**config.mk**
```make
export PLATFORM = sky130hd
export DESIGN_NAME = maxmin_burst_tx_flat
export DESIGN_NICKNAME = d
export VERILOG_FILES = /design/src/rtl/maxmin_burst_tx_if.sv /design/src/rtl/maxmin_burst_tx.sv /design/src/flat_wrapper.sv
export SDC_FILE = /design/constraint.sdc
export NUM_CORES = 1
export LEC_CHECK = 0
export CAP_MARGIN = 0
export CORE_ASPECT_RATIO = 0.7
export CORE_MARGIN = 2
export CORE_UTILIZATION = 30
export CTS_CLUSTER_SIZE = 16
export DETAILED_ROUTE_END_ITERATION = 10
export HOLD_SLACK_MARGIN = 0.02
export SYNTH_ARGS = -nofsm -noshare
export SYNTH_HDL_FRONTEND = slang
export SYNTH_SLANG_ARGS = --single-unit
```
**constraint.sdc**
```tcl
create_clock -name clk -period 1.84 [get_ports clk]
set_clock_uncertainty 0.2 [all_clocks]
set_input_delay 0.552 -clock clk [delete_from_list [all_inputs] [get_ports clk]]
set_output_delay 0.552 -clock clk [all_outputs]
set_load 0.01 [all_outputs]
```
**src/rtl/maxmin_burst_tx_if.sv**
```systemverilog
// rtl/maxmin_burst_tx_if.sv - sample stream and result strobe between burst transmitter and responder
interface maxmin_burst_tx_if;
   logic       tx_valid;
   logic [7:0] tx_num;
   logic       rx_valid;
   logic [7:0] rx_max;
   logic [7:0] rx_min;

   modport master (
      output tx_valid,
      output tx_num,
      input  rx_valid,
      input  rx_max,
      input  rx_min
   );

   modport slave (
      input  tx_valid,
      input  tx_num,
      output rx_valid,
      output rx_max,
      output rx_min
   );
endinterface

```
**src/rtl/maxmin_burst_tx.sv**
```systemverilog
// rtl/maxmin_burst_tx.sv - max/min burst source and result checker
// Optional expected max/min tracking and comparison: MAXMIN_TX_CHECK_EN.
module maxmin_burst_tx #(
   parameter int BURST_LEN = 15,
   parameter int TIMEOUT   = 15
) (
   input  logic       clk,
   input  logic       rst_n,
   input  logic       start,
   input  logic       mode,
   input  logic [7:0] seed,
   maxmin_burst_tx_if.master bus,
   output logic       busy,
   output logic       done,
   output logic       pass,
   output logic       timeout_err,
   output logic [7:0] exp_max,
   output logic [7:0] exp_min
);

   localparam int CW = $clog2(TIMEOUT + 1);

   typedef enum logic [1:0] {IDLE, SEND, WAIT, DONE} state_t;

   state_t          state_q, state_d;
   logic            mode_q, mode_d;
   logic [7:0]      idx_q, idx_d;
   logic [CW-1:0]   wait_q, wait_d;
   logic            tx_valid_q, tx_valid_d;
   logic [7:0]      tx_num_q, tx_num_d;
   logic            busy_q;
   logic            done_q, done_d;
   logic            pass_q, pass_d;
   logic            toerr_q, toerr_d;
   logic [7:0]      next_num;
   logic            result_ok;

   assign next_num = mode_q ? {tx_num_q[6:0], tx_num_q[7] ^ tx_num_q[5] ^ tx_num_q[4] ^ tx_num_q[3]}
                            : tx_num_q + 8'd1;

`ifdef MAXMIN_TX_CHECK_EN
   logic [7:0] max_q, max_d;
   logic [7:0] min_q, min_d;

   assign result_ok = (bus.rx_max == max_q) && (bus.rx_min == min_q);
   assign exp_max   = max_q;
   assign exp_min   = min_q;

   always_comb begin
      max_d = max_q;
      min_d = min_q;
      if (state_q == IDLE && start) begin
         max_d = 8'h00;
         min_d = 8'hFF;
      end else if (state_q == SEND) begin
         if (tx_num_q > max_q) max_d = tx_num_q;
         if (tx_num_q < min_q) min_d = tx_num_q;
      end
   end

   always_ff @(posedge clk or negedge rst_n) begin
      if (!rst_n) begin
         max_q <= 8'h00;
         min_q <= 8'hFF;
      end else begin
         max_q <= max_d;
         min_q <= min_d;
      end
   end
`else
   // Handshake-only build: the returned values are deliberately not inspected.
   logic unused_rx;
   assign unused_rx = ^{bus.rx_max, bus.rx_min};
   assign result_ok = 1'b1;
   assign exp_max   = 8'h00;
   assign exp_min   = 8'hFF;
`endif

   always_comb begin
      state_d    = state_q;
      mode_d     = mode_q;
      idx_d      = idx_q;
      wait_d     = wait_q;
      tx_valid_d = 1'b0;
      tx_num_d   = 8'h00;
      done_d     = 1'b0;
      pass_d     = pass_q;
      toerr_d    = toerr_q;
      case (state_q)
         IDLE: begin
            if (start) begin
               state_d    = SEND;
               mode_d     = mode;
               idx_d      = 8'd0;
               tx_valid_d = 1'b1;
               // An all-zero LFSR would lock up, so zero seeds start at 1.
               tx_num_d   = (mode && seed == 8'h00) ? 8'h01 : seed;
               pass_d     = 1'b0;
               toerr_d    = 1'b0;
            end
         end
         SEND: begin
            if (idx_q == 8'(BURST_LEN - 1)) begin
               state_d = WAIT;
               wait_d  = '0;
            end else begin
               idx_d      = idx_q + 8'd1;
               tx_valid_d = 1'b1;
               tx_num_d   = next_num;
            end
         end
         WAIT: begin
            if (bus.rx_valid) begin
               state_d = DONE;
               done_d  = 1'b1;
               pass_d  = result_ok;
            end else if (wait_q == CW'(TIMEOUT - 1)) begin
               state_d = DONE;
               done_d  = 1'b1;
               pass_d  = 1'b0;
               toerr_d = 1'b1;
            end else begin
               wait_d = wait_q + 1'b1;
            end
         end
         DONE: begin
            state_d = IDLE;
         end
         default: begin
            state_d = IDLE;
         end
      endcase
   end

   always_ff @(posedge clk or negedge rst_n) begin
      if (!rst_n) begin
         state_q    <= IDLE;
         mode_q     <= 1'b0;
         idx_q      <= 8'd0;
         wait_q     <= '0;
         tx_valid_q <= 1'b0;
         tx_num_q   <= 8'h00;
         busy_q     <= 1'b0;
         done_q     <= 1'b0;
         pass_q     <= 1'b0;
         toerr_q    <= 1'b0;
      end else begin
         state_q    <= state_d;
         mode_q     <= mode_d;
         idx_q      <= idx_d;
         wait_q     <= wait_d;
         tx_valid_q <= tx_valid_d;
         tx_num_q   <= tx_num_d;
         busy_q     <= (state_d != IDLE);
         done_q     <= done_d;
         pass_q     <= pass_d;
         toerr_q    <= toerr_d;
      end
   end

   assign bus.tx_valid = tx_valid_q;
   assign bus.tx_num   = tx_num_q;
   assign busy         = busy_q;
   assign done         = done_q;
   assign pass         = pass_q;
   assign timeout_err  = toerr_q;

endmodule

```
**src/flat_wrapper.sv**
```systemverilog
// flat-port wrapper written by rule: the top's interface ports become plain ports
module maxmin_burst_tx_flat 
#(
   parameter int BURST_LEN = 15,
   parameter int TIMEOUT   = 15
)
  (clk, rst_n, start, mode, seed, busy, done, pass, timeout_err, exp_max, exp_min, bus_tx_valid, bus_tx_num, bus_rx_valid, bus_rx_max, bus_rx_min);
  maxmin_burst_tx_if bus_i ();
  input  logic clk;
  input  logic rst_n;
  input  logic start;
  input  logic mode;
  input  logic [7:0] seed;
  output logic busy;
  output logic done;
  output logic pass;
  output logic timeout_err;
  output logic [7:0] exp_max;
  output logic [7:0] exp_min;
  output wire logic [$bits(bus_i.tx_valid)-1:0] bus_tx_valid;
  output wire logic [$bits(bus_i.tx_num)-1:0] bus_tx_num;
  input wire logic [$bits(bus_i.rx_valid)-1:0] bus_rx_valid;
  input wire logic [$bits(bus_i.rx_max)-1:0] bus_rx_max;
  input wire logic [$bits(bus_i.rx_min)-1:0] bus_rx_min;
  assign bus_tx_valid = bus_i.tx_valid;
  assign bus_tx_num = bus_i.tx_num;
  assign bus_i.rx_valid = bus_rx_valid;
  assign bus_i.rx_max = bus_rx_max;
  assign bus_i.rx_min = bus_rx_min;
  maxmin_burst_tx #(.BURST_LEN(BURST_LEN), .TIMEOUT(TIMEOUT)) u_core (.clk(clk), .rst_n(rst_n), .start(start), .mode(mode), .seed(seed), .bus(bus_i), .busy(busy), .done(done), .pass(pass), .timeout_err(timeout_err), .exp_max(exp_max), .exp_min(exp_min));
endmodule
```
Word level (Yosys, flattened, before mapping)
Index checks and enable logic that the tools add are counted.
W data, S select, Z words.

word-level totals
  bits in registers = 28
  bits of input ports = 29
  output and inout port bits = 29
  word-level logic and storage cells = 70

cells by class
  add/subtract/negate cells = 3
  equal/unequal tests = 12
  mux-type cells = 30
  bitwise logic cells = 3
  reductions and logical operators = 12

operators by type and width
  cell                   number
  $mux W8                6
  $pmux W8 S2            2
  $add A8 B1 Y8 const B  2
  $mux W4                3
  $mux W1                10
  $eq A8 B4 Y1 const B   1
  $logic_not A8 Y1       1
  $mux W2                4
  $ne A2 B2 Y1 const B   4
  $pmux W2 S4            1
  $pmux W4 S2            1
  $reduce_and A4 Y1      2
  $reduce_bool A2 Y1     4
  $pmux W1 S2            3
  $reduce_and A3 Y1      2
  $add A4 B1 Y4 const B  1
  $eq A2 B2 Y1 const B   2
  $eq A4 B4 Y1 const B   1
  $ne A2 B1 Y1 const B   2
  $ne A3 B2 Y1 const B   1
  $xor A1 B1 Y1          3
  $eq A2 B1 Y1 const B   1
  $logic_not A2 Y1       1
  $reduce_and A2 Y1      1
  $logic_and A1 B1 Y1    1

Longest topological paths before layout
  word-level depth = 6
  mapped depth = 7
  mapped depth without buffers = 6

Worst setup path after synthesis
Ideal clock, no wire load.

  kind = register to register
  start point = reg u_core.idx_q[0]
  end point = reg u_core.idx_q[4]
  library setup time = 78 ps
  arrival time = 1512 ps
  required time = 1562 ps
  slack = 50 ps
  cell stages (with the launch flop) = 7
  path buffers = 0
  clock period less this slack = 1790 ps
  cells stage by stage = dfrtp_1 inv_1 ha_1 and4b_4 nor3b_1 or4_1 a21oi_1

on the way
  word-level cells in the longest chain between the ends = 3
  elaborated cells between the ends (all ways) = 6
  those cells by class = 1 x add/sub; 2 x eq/ne; 2 x mux; 1 x reduce/logical

RTL lines
  item                                              RTL line                                        source
  start, declared                                   maxmin_burst_tx.sv:27                           logic [7:0] idx_q, idx_d;
  start signal, assigned                            maxmin_burst_tx.sv:150                          idx_q <= idx_d;
  $add A8 B1 Y8 or $eq A8 B4 Y1 (tied branches)     maxmin_burst_tx.sv:107, maxmin_burst_tx.sv:103
  $mux W8 or $ne A2 B2 Y1 (tied branches)           --
  $pmux W8 S2 or $reduce_and A3 Y1 (tied branches)  --

Several ways; a longest one is shown, not always the timed one. The select of a mux whose other input is x is not followed.
A chain may end at the register's enable or synchronous reset.

Final worst setup path
  start point = reg u_core.tx_num_q[6], in the netlist u_core.bus.tx_num[6]
  end point = out bus_tx_num[6]

RTL lines
  item                    RTL line                source
  start, declared         maxmin_burst_tx.sv:30   logic [7:0] tx_num_q, tx_num_d;
  start signal, assigned  maxmin_burst_tx.sv:153  tx_num_q <= tx_num_d;
  end, declared           flat_wrapper.sv:21      output wire logic [$bits(bus_i.tx_num)-1:0] bus_tx_num;

No word-level cell between the ends.

==> metrics.cfg <==
[setup_path]
end_kind = output pin
crit_chain = dlygate4sd2_1
critPathSlowestCell = dfrtp_1
startpoint_type = flip-flop
cp_slowest_stage_delay_ps = 450
reg2reg_slack_ps = 100
arrival_ps = 1040
worstPathMaxFanout = 4
required_ps = 1090
crit_family = flip-flops
crit_type = reg2out
cp_num_buf_inv = 1

[yosys]
ys_seq_area_frac = 0.442
synth_top_area_share = 0.442
synth-main-ff-cell = dfrtp_1
synthArstFlopShare = 1.00
synth_cell_types = 40
synth_top_cell_by_area = dfrtp_1
yosys.area_share.adder = 0.0395
synth-edff-count = 0
ys_seq_elements = 28
syn_area_mm2 = 0.00159
syn_inst = 166
ys_warn_count = 0
synth_area_leaders = dfrtp_1, buf_4, xnor2_1, nand2_1, ha_1
muxShareOfSynthArea = 0.0324
synth.avg_cell_area_um2 = 9.55
synth_compound_area_frac = 0.125
synthXorXnorAreaFrac = 0.0608
yosys.area_share.simple = 0.198
synth_top_family_by_area = simple AND/OR/NAND/NOR gates

[clock_network]
cts_tree = done
path_clk_slew_ps = 100
cts-root-buf = clkbuf_8
cts-hold-fix-buffers = 0
cts-buffers-inserted = 3
cts_sinks = 28
clockBufferDepth = 2
htreeDepth = 1
clock_latency_ps = 280

[routing]
via_per_inst = 4.58
routed_wl_mm = 3.50
ant_nets = 0
drc = 0
vias = 1291
drtIter0Drc = 56
wl_per_cell_um = 12.4
firstDrtPassIters = 5

[pwr]
p_leak_nw = 0.962
ir_drop_mv = 0.387
pwr_density_cell_mw_per_mm2 = 1300

[floorplanning]
num_io_pins = 58
die-area_mm2 = 0.00589
die_w_um = 90.9
initial_core_util = 0.306
coreArea_mm2 = 0.00517
row_count = 22
die_h_um = 64.8

[placement]
post-place-ws_ps = -190
place_inst = 276
dp_hpwl_mm = 2.69
port_buffers = 25
place.gp.congestion = 0.844

[sta]
post-route-min-period_ps = 1790
worst_pin_slew_ps = 502
post-route-period-util = 0.975
worst_slack_ps = 46.1
slew_headroom = 0.665
finalSetupViolations = 0
rsz0062_at_grt = false
hold_violations = 0
drv_slew = 0
fmax_mhz = 557

[final_layout]
area_growth_pct = 29.6
fill_cells = 553
fin_nets = 245
layout_commonest_cell = dfrtp_1
layout_common_cells = dfrtp_1, buf_4, nand2_1
layout.cells.non_filler = 282
antenna_cells = 0
drive_above_1_share = 0.143

[grt]
antenna_found_initial = 0
grt.overflow.total = 0
track_usage = 0.123
grt_pass1_vias = 1174
grt_first_pass_wirelength_mm = 5.69
grt_max_degree = 29

[hold_path]
worst_hold_path_type = reg2reg

[status]
status = complete, no violations

[job]
drv_cap = 0

[path summary, 6_finish.rpt]
| path | start | end | depth (start not counted) |
|---|---|---|---|
| max in group asynchronous | rst_n | u_core.wait_q[0] | 2 |
| setup reg to reg | u_core.idx_q[0] | u_core.idx_q[4] | 6 |
| hold reg to reg | u_core.timeout_err | u_core.timeout_err | 1 |
| setup / recovery | u_core.bus.tx_num[6] | bus_tx_num[6] | 1 |
| min in group asynchronous | rst_n | u_core.bus.tx_num[4] | 2 |
| hold / removal | u_core.timeout_err | u_core.timeout_err | 1 |
[cells by family (layout without fill, tap and decap cells)]
| group | count (synthesis) | after routing |
|---|---|---|
| buf+inv | 25 | 55 |
| simple gates | 60 | 60 |
| other cells | 2 | 16 |
| fa+ha+maj | 5 | 5 |
| mux | 5 | 5 |
| flops | 28 | 28 |
| compound gates | 30 | 30 |
| xor+xnor | 11 | 11 |
[layer usage]
| metal | track usage | wire length, um |
|---|---|---|
| met1 | 0.185 | 1880 |
| met2 | 0.174 | 1460 |
| met5 | 0 | 0 |
| met3 | 0.0279 | 115 |
| met4 | 0.0341 | 41 |
[per-stage QoR]
| step | hold WS [ps] | instance area, um^2 | util | total power, mW | setup TNS (ps) |
|---|---|---|---|---|---|
| floorplan | 56.4 | 1640 | - | 1.76 | 0 |
| global placement | 288 | 2000 | 0.387 | 2.30 | -1640 |
| detailed placement | 299 | 2000 | 0.387 | 2.33 | -1600 |
| CTS | 327 | 2050 | 0.396 | 2.67 | 0 |
| global route | 344 | 2050 | 0.397 | 2.86 | 0 |
| finish | 309 | 2050 | 0.397 | 2.67 | 0 |
[Yosys cell counts (2+ instances only)]
| cell | count |
|---|---|
| dfrtp_1 | 28 |
| nand2_1 | 18 |
| buf_4 | 16 |
| nand3_1 | 11 |
| nor2_1 | 9 |
| o21ai_0 | 9 |
| xnor2_1 | 8 |
| a21oi_1 | 5 |
| ha_1 | 5 |
| clkbuf_1 | 4 |
| inv_1 | 4 |
| mux2i_1 | 4 |
| nor3_1 | 4 |
| o31ai_1 | 4 |
| a32oi_1 | 3 |
| nand4_1 | 3 |
| xor2_1 | 3 |
| a22o_1 | 2 |
| and2_1 | 2 |
| conb_1 | 2 |
| nand2b_1 | 2 |
| or4_1 | 2 |
[area by class of cell]
| class | count | area, um^2 | area share |
|---|---|---|---|
| Inverter | 4 | 15.0 | 0.00731 |
| Clock buffer | 4 | 55.1 | 0.0268 |
| Tap cell | 72 | 90.1 | 0.0438 |
| Timing Repair Buffer | 47 | 412 | 0.200 |
| Sequential cell | 28 | 701 | 0.341 |
| Multi-Input combinational cell | 127 | 782 | 0.381 |
[registers in the layout (all words and copies together) (netlist names)]
name / flops
u_core.bus.tx_num: 8
u_core.idx_q: 8
u_core.wait_q: 4
u_core.state_q: 2
u_core.bus.tx_valid: 1
u_core.busy: 1
u_core.done: 1
u_core.mode_q: 1
u_core.pass: 1
u_core.timeout_err: 1
[where the power goes]
group	internal, mW	switching [mW]
Sequential	0.809	0.189
Clock	0.192	0.189
Combinational	0.633	0.654
Total	1.63	1.03
[timing repair]
action                     in CTS  in global routing
gates resized for setup        13                  0
setup endpoints to repair      13                  1
buffers inserted                1                  1
pin swaps                       0                  2
(Power assumes the default switching activity.)
